`src/rtl/ctrl_escritura_banco.sv`:
```
// Write-port controller and scoreboard for the 32x32 register bank.
// Two write-back requesters (ALU = A, memory = M) share one bank write port through a
// round-robin arbiter; a per-register busy mask tracks reserved destinations for hazard stalls.
module ctrl_escritura_banco #(
   parameter int unsigned NREG = 32,
   parameter int unsigned AW   = 5,
   parameter int unsigned DW   = 32
) (
   input  logic            clk,
   input  logic            reset,
   input  logic            res_valid,
   input  logic [AW-1:0]   res_reg,
   input  logic            a_valid,
   input  logic [AW-1:0]   a_reg,
   input  logic [DW-1:0]   a_data,
   output logic            a_ready,
   input  logic            m_valid,
   input  logic [AW-1:0]   m_reg,
   input  logic [DW-1:0]   m_data,
   output logic            m_ready,
   output logic            RegEn,
   output logic [AW-1:0]   WriteReg,
   output logic [DW-1:0]   WriteData,
   input  logic [AW-1:0]   ReadReg1,
   input  logic [AW-1:0]   ReadReg2,
   output logic            stall,
   output logic [NREG-1:0] busy
);

   typedef enum logic {GrantA = 1'b0, GrantM = 1'b1} grant_e;

   grant_e          last_q, last_d;
   logic            reg_en_q, reg_en_d;
   logic [AW-1:0]   write_reg_q, write_reg_d;
   logic [DW-1:0]   write_data_q, write_data_d;
   logic [NREG-1:0] busy_q, busy_d;

   // Round-robin ready and hazard detection, purely combinational from current state.
   always_comb begin
      a_ready = a_valid & (~m_valid | (last_q == GrantM));
      m_ready = m_valid & (~a_valid | (last_q == GrantA));
      stall   = (busy_q[ReadReg1] & (ReadReg1 != '0))
              | (busy_q[ReadReg2] & (ReadReg2 != '0))
              | (res_valid & busy_q[res_reg] & (res_reg != '0));
   end

   // Next-state: launch the accepted write, update the grant history and the scoreboard.
   always_comb begin
      last_d       = last_q;
      reg_en_d     = 1'b0;
      write_reg_d  = write_reg_q;
      write_data_d = write_data_q;
      if (a_ready) begin
         last_d       = GrantA;
         reg_en_d     = (a_reg != '0);
         write_reg_d  = a_reg;
         write_data_d = a_data;
      end else if (m_ready) begin
         last_d       = GrantM;
         reg_en_d     = (m_reg != '0);
         write_reg_d  = m_reg;
         write_data_d = m_data;
      end

      // Clear first so a same-edge reservation of the committing register wins.
      busy_d = busy_q;
      if (reg_en_q) begin
         busy_d[write_reg_q] = 1'b0;
      end
      if (res_valid && (res_reg != '0)) begin
         busy_d[res_reg] = 1'b1;
      end
      busy_d[0] = 1'b0;
   end

   // State registers with synchronous reset; reset discards any write accepted at this edge.
   always_ff @(posedge clk) begin
      if (reset) begin
         last_q       <= GrantM;
         reg_en_q     <= 1'b0;
         write_reg_q  <= '0;
         write_data_q <= '0;
         busy_q       <= '0;
      end else begin
         last_q       <= last_d;
         reg_en_q     <= reg_en_d;
         write_reg_q  <= write_reg_d;
         write_data_q <= write_data_d;
         busy_q       <= busy_d;
      end
   end

   assign RegEn     = reg_en_q;
   assign WriteReg  = write_reg_q;
   assign WriteData = write_data_q;
   assign busy      = busy_q;

endmodule

```
`config.mk`:
```
export PLATFORM = sky130hd
export DESIGN_NAME = ctrl_escritura_banco
export DESIGN_NICKNAME = d
export VERILOG_FILES = /design/src/rtl/ctrl_escritura_banco.sv
export SDC_FILE = /design/constraint.sdc
export NUM_CORES = 1
export LEC_CHECK = 0
export ABC_AREA = 1
export CAP_MARGIN = 0
export CORE_UTILIZATION = 35
export CTS_CLUSTER_DIAMETER = 150
export CTS_CLUSTER_SIZE = 20
export DETAILED_ROUTE_END_ITERATION = 8
export HOLD_SLACK_MARGIN = 0.12
export PLACE_DENSITY_LB_ADDON = 0.3
export SLEW_MARGIN = 10
export SYNTH_ARGS = -nofsm -noshare
export SYNTH_HDL_FRONTEND = slang
export SYNTH_SLANG_ARGS = --single-unit
```
`constraint.sdc`:
```
create_clock -name clk -period 1.86 [get_ports clk]
set_clock_uncertainty 0.05 [all_clocks]
set_input_delay 0.372 -clock clk [delete_from_list [all_inputs] [get_ports clk]]
set_output_delay 0.372 -clock clk [all_outputs]
set_load 0.05 [all_outputs]
```
# --- After elaboration in Yosys (flattened, before gate mapping) ---
# Index checks and enable logic that the tools add are counted.
# Widths: inputs -> output; s select.
word_totals:
  ff_bits: 71
  latch_bits: 0
  ram_bits: 0
  mem_bits_ro: 0
  output_inout_bits: 73
  n_memories: 0
classes:
  addsub: 0
  mul: 0
  div_mod_pow: 0
  n_lt_le_gt_ge: 6
  eq_ne: 0
  n_shift: 0
  n_mux: 20
  bitwise_logic: 16
  n_reduce_logical: 9
op_table:
  columns: ["operator", "count"]
  rows:
  - ["$mux 32", 4]
  - ["$and 32x32->32", 1]
  - ["$not 32->32", 1]
  - ["$or 32x32->32", 1]
  - ["$reduce_bool 5->1", 5]
  - ["$lt 5x6->1 const B", 4]
  - ["$bmux 1 s5", 3]
  - ["$demux 1 s5", 2]
  - ["$ge 5x1->1 const B", 2]
  - ["$mux 5", 2]
  - ["$mux 1", 9]
  - ["$and 1x1->1", 6]
  - ["$or 1x1->1", 4]
  - ["$logic_and 1x1->1", 3]
  - ["$not 1->1", 3]
  - ["$reduce_bool 2->1", 1]

# --- Logic depth before layout (Yosys ltp) ---
# Gate-level depths: netlist of the first run.
logic_depth:
  word_depth: 9
  mapped_depth: 13
  ltp_nobuf: 12

# --- Worst setup path before layout of the first run ---
# Ideal clock, no wire load.
synth_timing:
  path_kind: "reg2out"
  start: "register busy_q[22], in the netlist busy[22]"
  end: "output port stall"
  arrival_time_ns: 1.475
  t_required_ns: 1.438
  setup_slack_ns: -0.037
  path_stages_with_launch: 11
  path_buffers: 0
  path_cell_list: "dfxtp_1 -> inv_1 -> o21ai_0 -> nand2_1 -> nand2_1 -> nand2_1 -> nand2_1 -> nor2_1 -> nand2_1 -> nand2_1 -> nand3_2"
synth_via:
  elab_chain_len: 5
synth_rtl:
  columns: ["element", "line", "text"]
  rows:
  - ["start, declared", "36", "logic [NREG-1:0] busy_q, busy_d;"]
  - ["start signal, assigned", "89", "busy_q <= busy_d;"]
  - ["$bmux 1 s5 (on tied branches)", "42, 43, 44", null]
  - ["$mux 1 (on tied branches)", "42, 43, 44", null]
  - ["$and 1x1->1 (on tied branches)", "42, 43, 44", null]
  - ["$or 1x1->1 or $and 1x1->1 (tied branches)", "43, 44", null]
  - ["$or 1x1->1 (*)", "44", "| (res_valid & busy_q[res_reg] & (res_reg != '0));"]
  - ["end, declared", "26", "output logic stall,"]
# Mark *: on every way between the ends. The rest lies on a longest branch, timed or not. The select of a mux whose other input is x is not followed.

# --- Final worst setup path of the first run ---
layout_timing:
  start: "register busy_q[17], in the netlist busy[17]"
  end: "output port stall"
# Same word-level chain as after synthesis.

==> results of run 1 <==
Yosys cell counts:
library cell  instances
a211o_1               1
a21oi_1              37
a221oi_1              3
a31oi_1              34
buf_2                11
buf_4                 5
clkbuf_1             11
conb_1                1
dfxtp_1              70
inv_1                45
inv_2                 5
nand2_1             262
nand3_1              60
nand3_2               1
nand3b_1              2
nor2_1               17
nor2_8                1
nor3_1                9
nor3_4                2
o211ai_1              2
o21ai_0              37
o21ai_2               1
o22ai_1               2
o41ai_1               2
power by group:
part	internal [mW]	total [mW]	switching [mW]
Clock	0.828	1.41	0.586
Combinational	0.514	1.23	0.717
Sequential	1.57	1.63	0.0636
Total	2.91	4.28	1.37
state kept, by name (all words and copies together), names as in the netlist:
| register | flops |
|---|---|
| WriteData | 32 |
| busy | 31 |
| WriteReg | 5 |
| RegEn | 1 |
| last_q | 1 |
cells in the final DEF, fill, tap and decap left out, types with 2 or more instances in the layout:
cell / synthesis / routed
inv_4: 0 / 4
buf_6: 0 / 8
a221oi_1: 3 / 3
a21oi_2: 0 / 2
buf_4: 5 / 118
clkdlybuf4s50_1: 0 / 79
bufinv_16: 0 / 2
nor2_4: 0 / 2
buf_2: 11 / 4
dlygate4sd2_1: 0 / 4
nand3b_1: 2 / 2
o22ai_1: 2 / 2
inv_1: 45 / 25
o21ai_0: 37 / 32
nand2_1: 262 / 260
buf_12: 0 / 9
o211ai_1: 2 / 2
a31oi_1: 34 / 34
inv_2: 5 / 21
dfxtp_2: 0 / 16
clkdlybuf4s15_2: 0 / 3
clkbuf_8: 0 / 11
nor3_2: 0 / 4
dfxtp_1: 70 / 49
nand2_2: 0 / 2
clkinvlp_4: 0 / 3
nand3_1: 60 / 60
nor2_2: 0 / 4
o41ai_1: 2 / 2
nor3_4: 2 / 6
nor2_1: 17 / 11
clkdlybuf4s15_1: 0 / 2
dfxtp_4: 0 / 5
o21ai_1: 0 / 5
a21oi_1: 37 / 35
cell families after synthesis:
kind of cell	count (synthesis)	synth area share (%)
and+or+nand+nor	354	38.00
AOI/OAI and AO/OA	119	17.37
DFF	70	36.22
other	1	0.09693
buffers and inverters	77	8.312
final cells by class:
cell class              instances  area [sq um]
multi-input cells             474          2263
clock inverters                 5         81.33
clock buffers                  11         151.4
well taps                     140         175.2
inverters                      50         197.7
repair inverters                2         15.01
flip-flops and latches         70          1440
repair buffers                228          2066
fillers                      1022          4403
per-layer routing:
layer	part of all wire, %	wire length [microns]	vias up	track usage (%)
met2	48	7326	269	48.16
li1	-	-	2485	-
met1	38	5764	2310	27.58
met5	0	0	-	0
met3	8.8	1330	56	7.538
met4	4.5	687	0	16.14
stage by stage:
step	setup TNS [ps]	instances	hold WS, ps	total power, mW
after floorplan	0	621	436.7	2.287
after global placement	-691.5	953	411.7	2.846
after detailed placement	-819.0	953	420.7	2.859
after CTS	-140.6	978	379.5	4.289
after global routing	-258.8	980	395.9	4.464
final	-151.8	980	398.0	4.278
final timing paths:
path / start / to / slack (ps)
worst min-delay path: reset / busy[12] / 400
worst max register to register: last_q / WriteReg[1] / 510
worst min register to register: WriteData[8] / WriteData[8] / 430
worst max-delay path: busy[17] / stall / -150
repair_timing:
item                       4_1_cts  5_1_grt
resized for setup              101       14
setup endpoints to repair        1        2
buffers inserted                 7        2
cloned                           2        0
hold endpoints to repair         0        0
pin swaps                        3        9
worst max-delay path: cells and delay by family (launching register included):
family	cells	cell delay, ps
flip-flops	1	370
buffers and inverters	4	340
AND/OR/NAND/NOR	9	530
==> flow_summary.yaml, run 1 <==
clock_network:
  cts_inserted_buffers: 9
  htreeDepth: 3
  clk_latency_ps: 350
  clk_path_buf_depth: 2
  clock-sinks: 70
  cts_root_buf: "clkbuf_8"
  cts_tree: "done"
  cts_hold_buf: 0
  cts.reportedPaths.clkPinSlew_ps: 80
routing:
  drt_iter0_markers: 343
  post_drt_wl_per_cell_microns: 15.42
  routed_wl_microns: 15110
  routed_via_density: 5.224
  first_pass_iters: 5
  drc: 0
  antenna_left: 0
  dr_total_vias: 5120
floorplan:
  die-area_sq_um: 11480
  rows: 38
  initial_core_util_pct: 35.85
  die_x_microns: 107.1
  die_h_microns: 107.1
  ios: 167
  core-area_sq_um: 10790
timing:
  finalSetupViolCount: 1
  max_freq_mhz: 497.1
  layout_setup_ws_ps: -151.8
  drv_slew: 0
  finalCritPeriodShare_pct: 108.2
  fin_crit_ps: 2012
  rsz0062_at_grt: "true"
  hold_viol: 0
placed_design:
  pre_cts_ws_ps: -587.4
  placed_cell_area_sq_um: 5914
  portBuffers: 165
  dpl.hpwl_microns: 11880
  gp_congestion: 0.8943
worst_setup_path:
  crit_path_max_fanout: 4
  setup.worst_path.class: "reg -> out"
  required_ps: 1440
  slowest_delay_ps: 370
  crit_path_top_delay_cell: "dfxtp_4"
  crit_path_end_kind: "output pin"
  start_kind: "register"
  ff2ff_path_depth: 7
  cp.arrival_ps: 1590
  crit_path_frequent_cell: "nand2_1"
  crit_chain: "inv_2 > nand2_1 > nand3_1 > nand2_1 > nand2_1 > nand2_1 > inv_1 > nand2_1 > nand2_1 > nand2_1 > inv_2 > nand3_4 > buf_12"
logic_synthesis:
  synth_nets: 715
  synthCells: 621
  synth.ff_latch_count: 70
  synth_top_cell_area_share_pct: 36.22
  synth_seq_area_share_pct: 36.22
  ys_warn_count: 0
  synthTopCellsByArea: "dfxtp_1 (36%), nand2_1 (25%), nand3_1 (7.8%), a31oi_1 (5.5%), a21oi_1 (4.8%)"
  synthDistinctLibCells: 24
  netlist_area_sq_um: 3869
  synth_largest_area_cell: "dfxtp_1"
  avgSynthCellArea_sq_um: 6.230
power:
  peakVddDrop_mv: 0.4380
  power_density_nw_per_um2: 669.5
  total_leakage_power_nw: 2.805
final_layout:
  antennaDiodeCount: 0
  finalNetCount: 929
  area_growth_pct: 65.17
  final_core_util_pct: 59.20
  final_cell_area_sq_um: 6390
  drive_gt1_share_pct: 27.38
global_routing:
  grt_pass1_wl_microns: 24040
  grt_start_max_net_pins: 31
  grt_overflow: 0
  grt_pass1_vias: 5257
  gr-usage-all-layers_pct: 26.83
  antenna_found_initial: 0
run_status:
  status: "finished, violations left"
  violations: "setup timing"
worst_hold_path:
  min_path_cells: 2
  hold_path_class: "in -> reg"
run:
  drv_cap: 0
Power figures use the tool's default switching activity.
==> run 2: changes to the inputs <==
Settings changed: SKIP_CTS_REPAIR_TIMING set to 1.
==> run 2 against run 1 <==
Net effect: the flow still finishes with violations (setup timing); utilization is 0.25 points lower; non-clock buffer count is 5 lower; register-to-register slack hardly changed; routed wire length is 0.72% lower; cell count is 0.71% lower; clock power hardly changed; largest cell class unchanged; largest power group unchanged.
==> flow_summary.yaml, run 2 (synthesis results as in run 1) <==
worst_setup_path:
  crit_path_max_fanout: 4
  setup.worst_path.class: "reg -> out"
  r2r_end: "WriteReg[1]"
  required_ps: 1440
  rrSetupSlack_ps: 510
  r2r-start: "last_q"
  ff2ff_path_depth: 7
  start_kind: "register"
  crit_path_end_kind: "output pin"
  cp.arrival_ps: 1610
routing:
  dr_total_vias: 5069
  routed_via_density: 5.210
  antenna_left: 0
  post_drt_wl_per_cell_microns: 15.42
  drt_iter0_markers: 335
  routed_wl_microns: 15000
  drc: 0
  first_pass_iters: 5
placed_design:
  dp.cells: 953
  placed_cell_area_sq_um: 5914
  pre_cts_ws_ps: -587.4
  dpl.hpwl_microns: 11880
  gp_congestion: 0.8943
  portBuffers: 165
clock_network:
  cts_root_buf: "clkbuf_8"
  htreeDepth: 3
  clk_latency_ps: 350
  cts_inserted_buffers: 9
  clock-sinks: 70
  clk_path_buf_depth: 2
  cts.reportedPaths.clkPinSlew_ps: 80
  cts_tree: "done"
final_layout:
  area_growth_pct: 64.46
  antennaDiodeCount: 0
  finalNonFillerCells: 973
  fillCellCount: 1029
  multi_input_area_sq_um: 2258
  mostFrequentLayoutCell: "nand2_1"
  most-common-layout-cells: "nand2_1 (260), buf_4 (113), clkdlybuf4s50_1 (79)"
  largest_reg_flops: 32
  drive_gt1_share_pct: 25.93
  finalNetCount: 922
  seq_area_sq_um: 1439
  final_cell_area_sq_um: 6362
  final_core_util_pct: 58.95
floorplan:
  ios: 167
  initial_core_util_pct: 35.85
  core-area_sq_um: 10790
  die_h_microns: 107.1
  die-area_sq_um: 11480
  rows: 38
  die_x_microns: 107.1
run_status:
  violations: "setup timing"
  status: "finished, violations left"
timing:
  hold_viol: 0
  finalCritPeriodShare_pct: 109.1
  max_freq_mhz: 492.9
  fin_crit_ps: 2029
  layout_setup_ws_ps: -169.0
  drv_slew: 0
  finalSetupViolCount: 1
  rsz0062_at_grt: "true"
global_routing:
  grt_overflow: 0
  gr-usage-all-layers_pct: 26.19
  grt_pass1_vias: 5132
  grt_pass1_wl_microns: 23540
  grt_start_max_net_pins: 31
  antenna_found_initial: 0
power:
  peakVddDrop_mv: 0.4410
  p_total_mw: 4.278
  total_leakage_power_nw: 2.862
  power_density_nw_per_um2: 672.5
run:
  drv_cap: 0
worst_hold_path:
  worstHoldEndpoint: "busy[12]"
  hp-start: "reset"
  min_path_cells: 2
  hold_path_class: "in -> reg"
## run 2: cell count changes in the layout (fill, tap and decap cells not counted), moves of 3 or more
cell,delta
buf_2,-3
buf_4,-5
clkbuf_2,+3
clkdlybuf4s15_2,-3
dlygate4sd2_1,-4
dlymetal6s2s_1,+10
inv_1,+4
inv_2,-5
## run 2: final cells by class
type	instances	share of cell area, %
Multi-Input combinational cell	474	35.50
Timing Repair Buffer	223	32.29
Inverter	50	3.186
Sequential cell	70	22.62
Clock inverter	5	1.278
Clock buffer	11	2.380
Tap cell	140	2.753
## run 2: where the power goes
group	internal (mW)	switching (mW)	total (mW)
Sequential	1.57	0.0635	1.63
Combinational	0.512	0.712	1.22
Clock	0.828	0.593	1.42
## run 2: worst max path at each step
stage | start | slack (ps) | to
2_1_floorplan | busy[27] | 40 | stall
3_3_place_gp | res_reg[0] | -560 | stall
3_5_place_dp | res_reg[0] | -590 | stall
4_1_cts | res_reg[0] | -590 | stall
5_1_grt | busy[8] | -270 | stall
6_report | busy[21] | -170 | stall
## run 2: metal layers
metal / global-route usage [%] / routed length [microns] / vias up
met3: 6.565 / 1217 / 45
met5: 0 / 0 / -
met1: 27.91 / 5863 / 2301
met2: 47.05 / 7366 / 255
li1: - / - / 2468
met4: 14.38 / 552 / 0
## run 2: worst max-delay path: stages (launching register included)
cell and delay, ps:
dfxtp_2 350, inv_1 80, nand2_1 60, nand3_1 80, nand2_1 50, nand2_1 50
nand2_1 50, inv_1 60, nand2_1 60, nand2_1 60, nand2_1 60, inv_2 70
nand3_4 70, buf_12 150
## run 2: metrics by stage
step | hold WS [ps] | setup TNS [ps]
global route | 395.5 | -272.1
detailed placement | 420.7 | -819.0
finish | 398.9 | -169.0
global placement | 411.7 | -691.5
floorplan | 436.7 | 0
CTS | 379.5 | -593.5
==> run 3: changes to the inputs <==
Settings changed: SLEW_MARGIN 10 to unset.
==> results of run 3 <==
The final DEF is identical to that of run 2; final timing and power are the same.
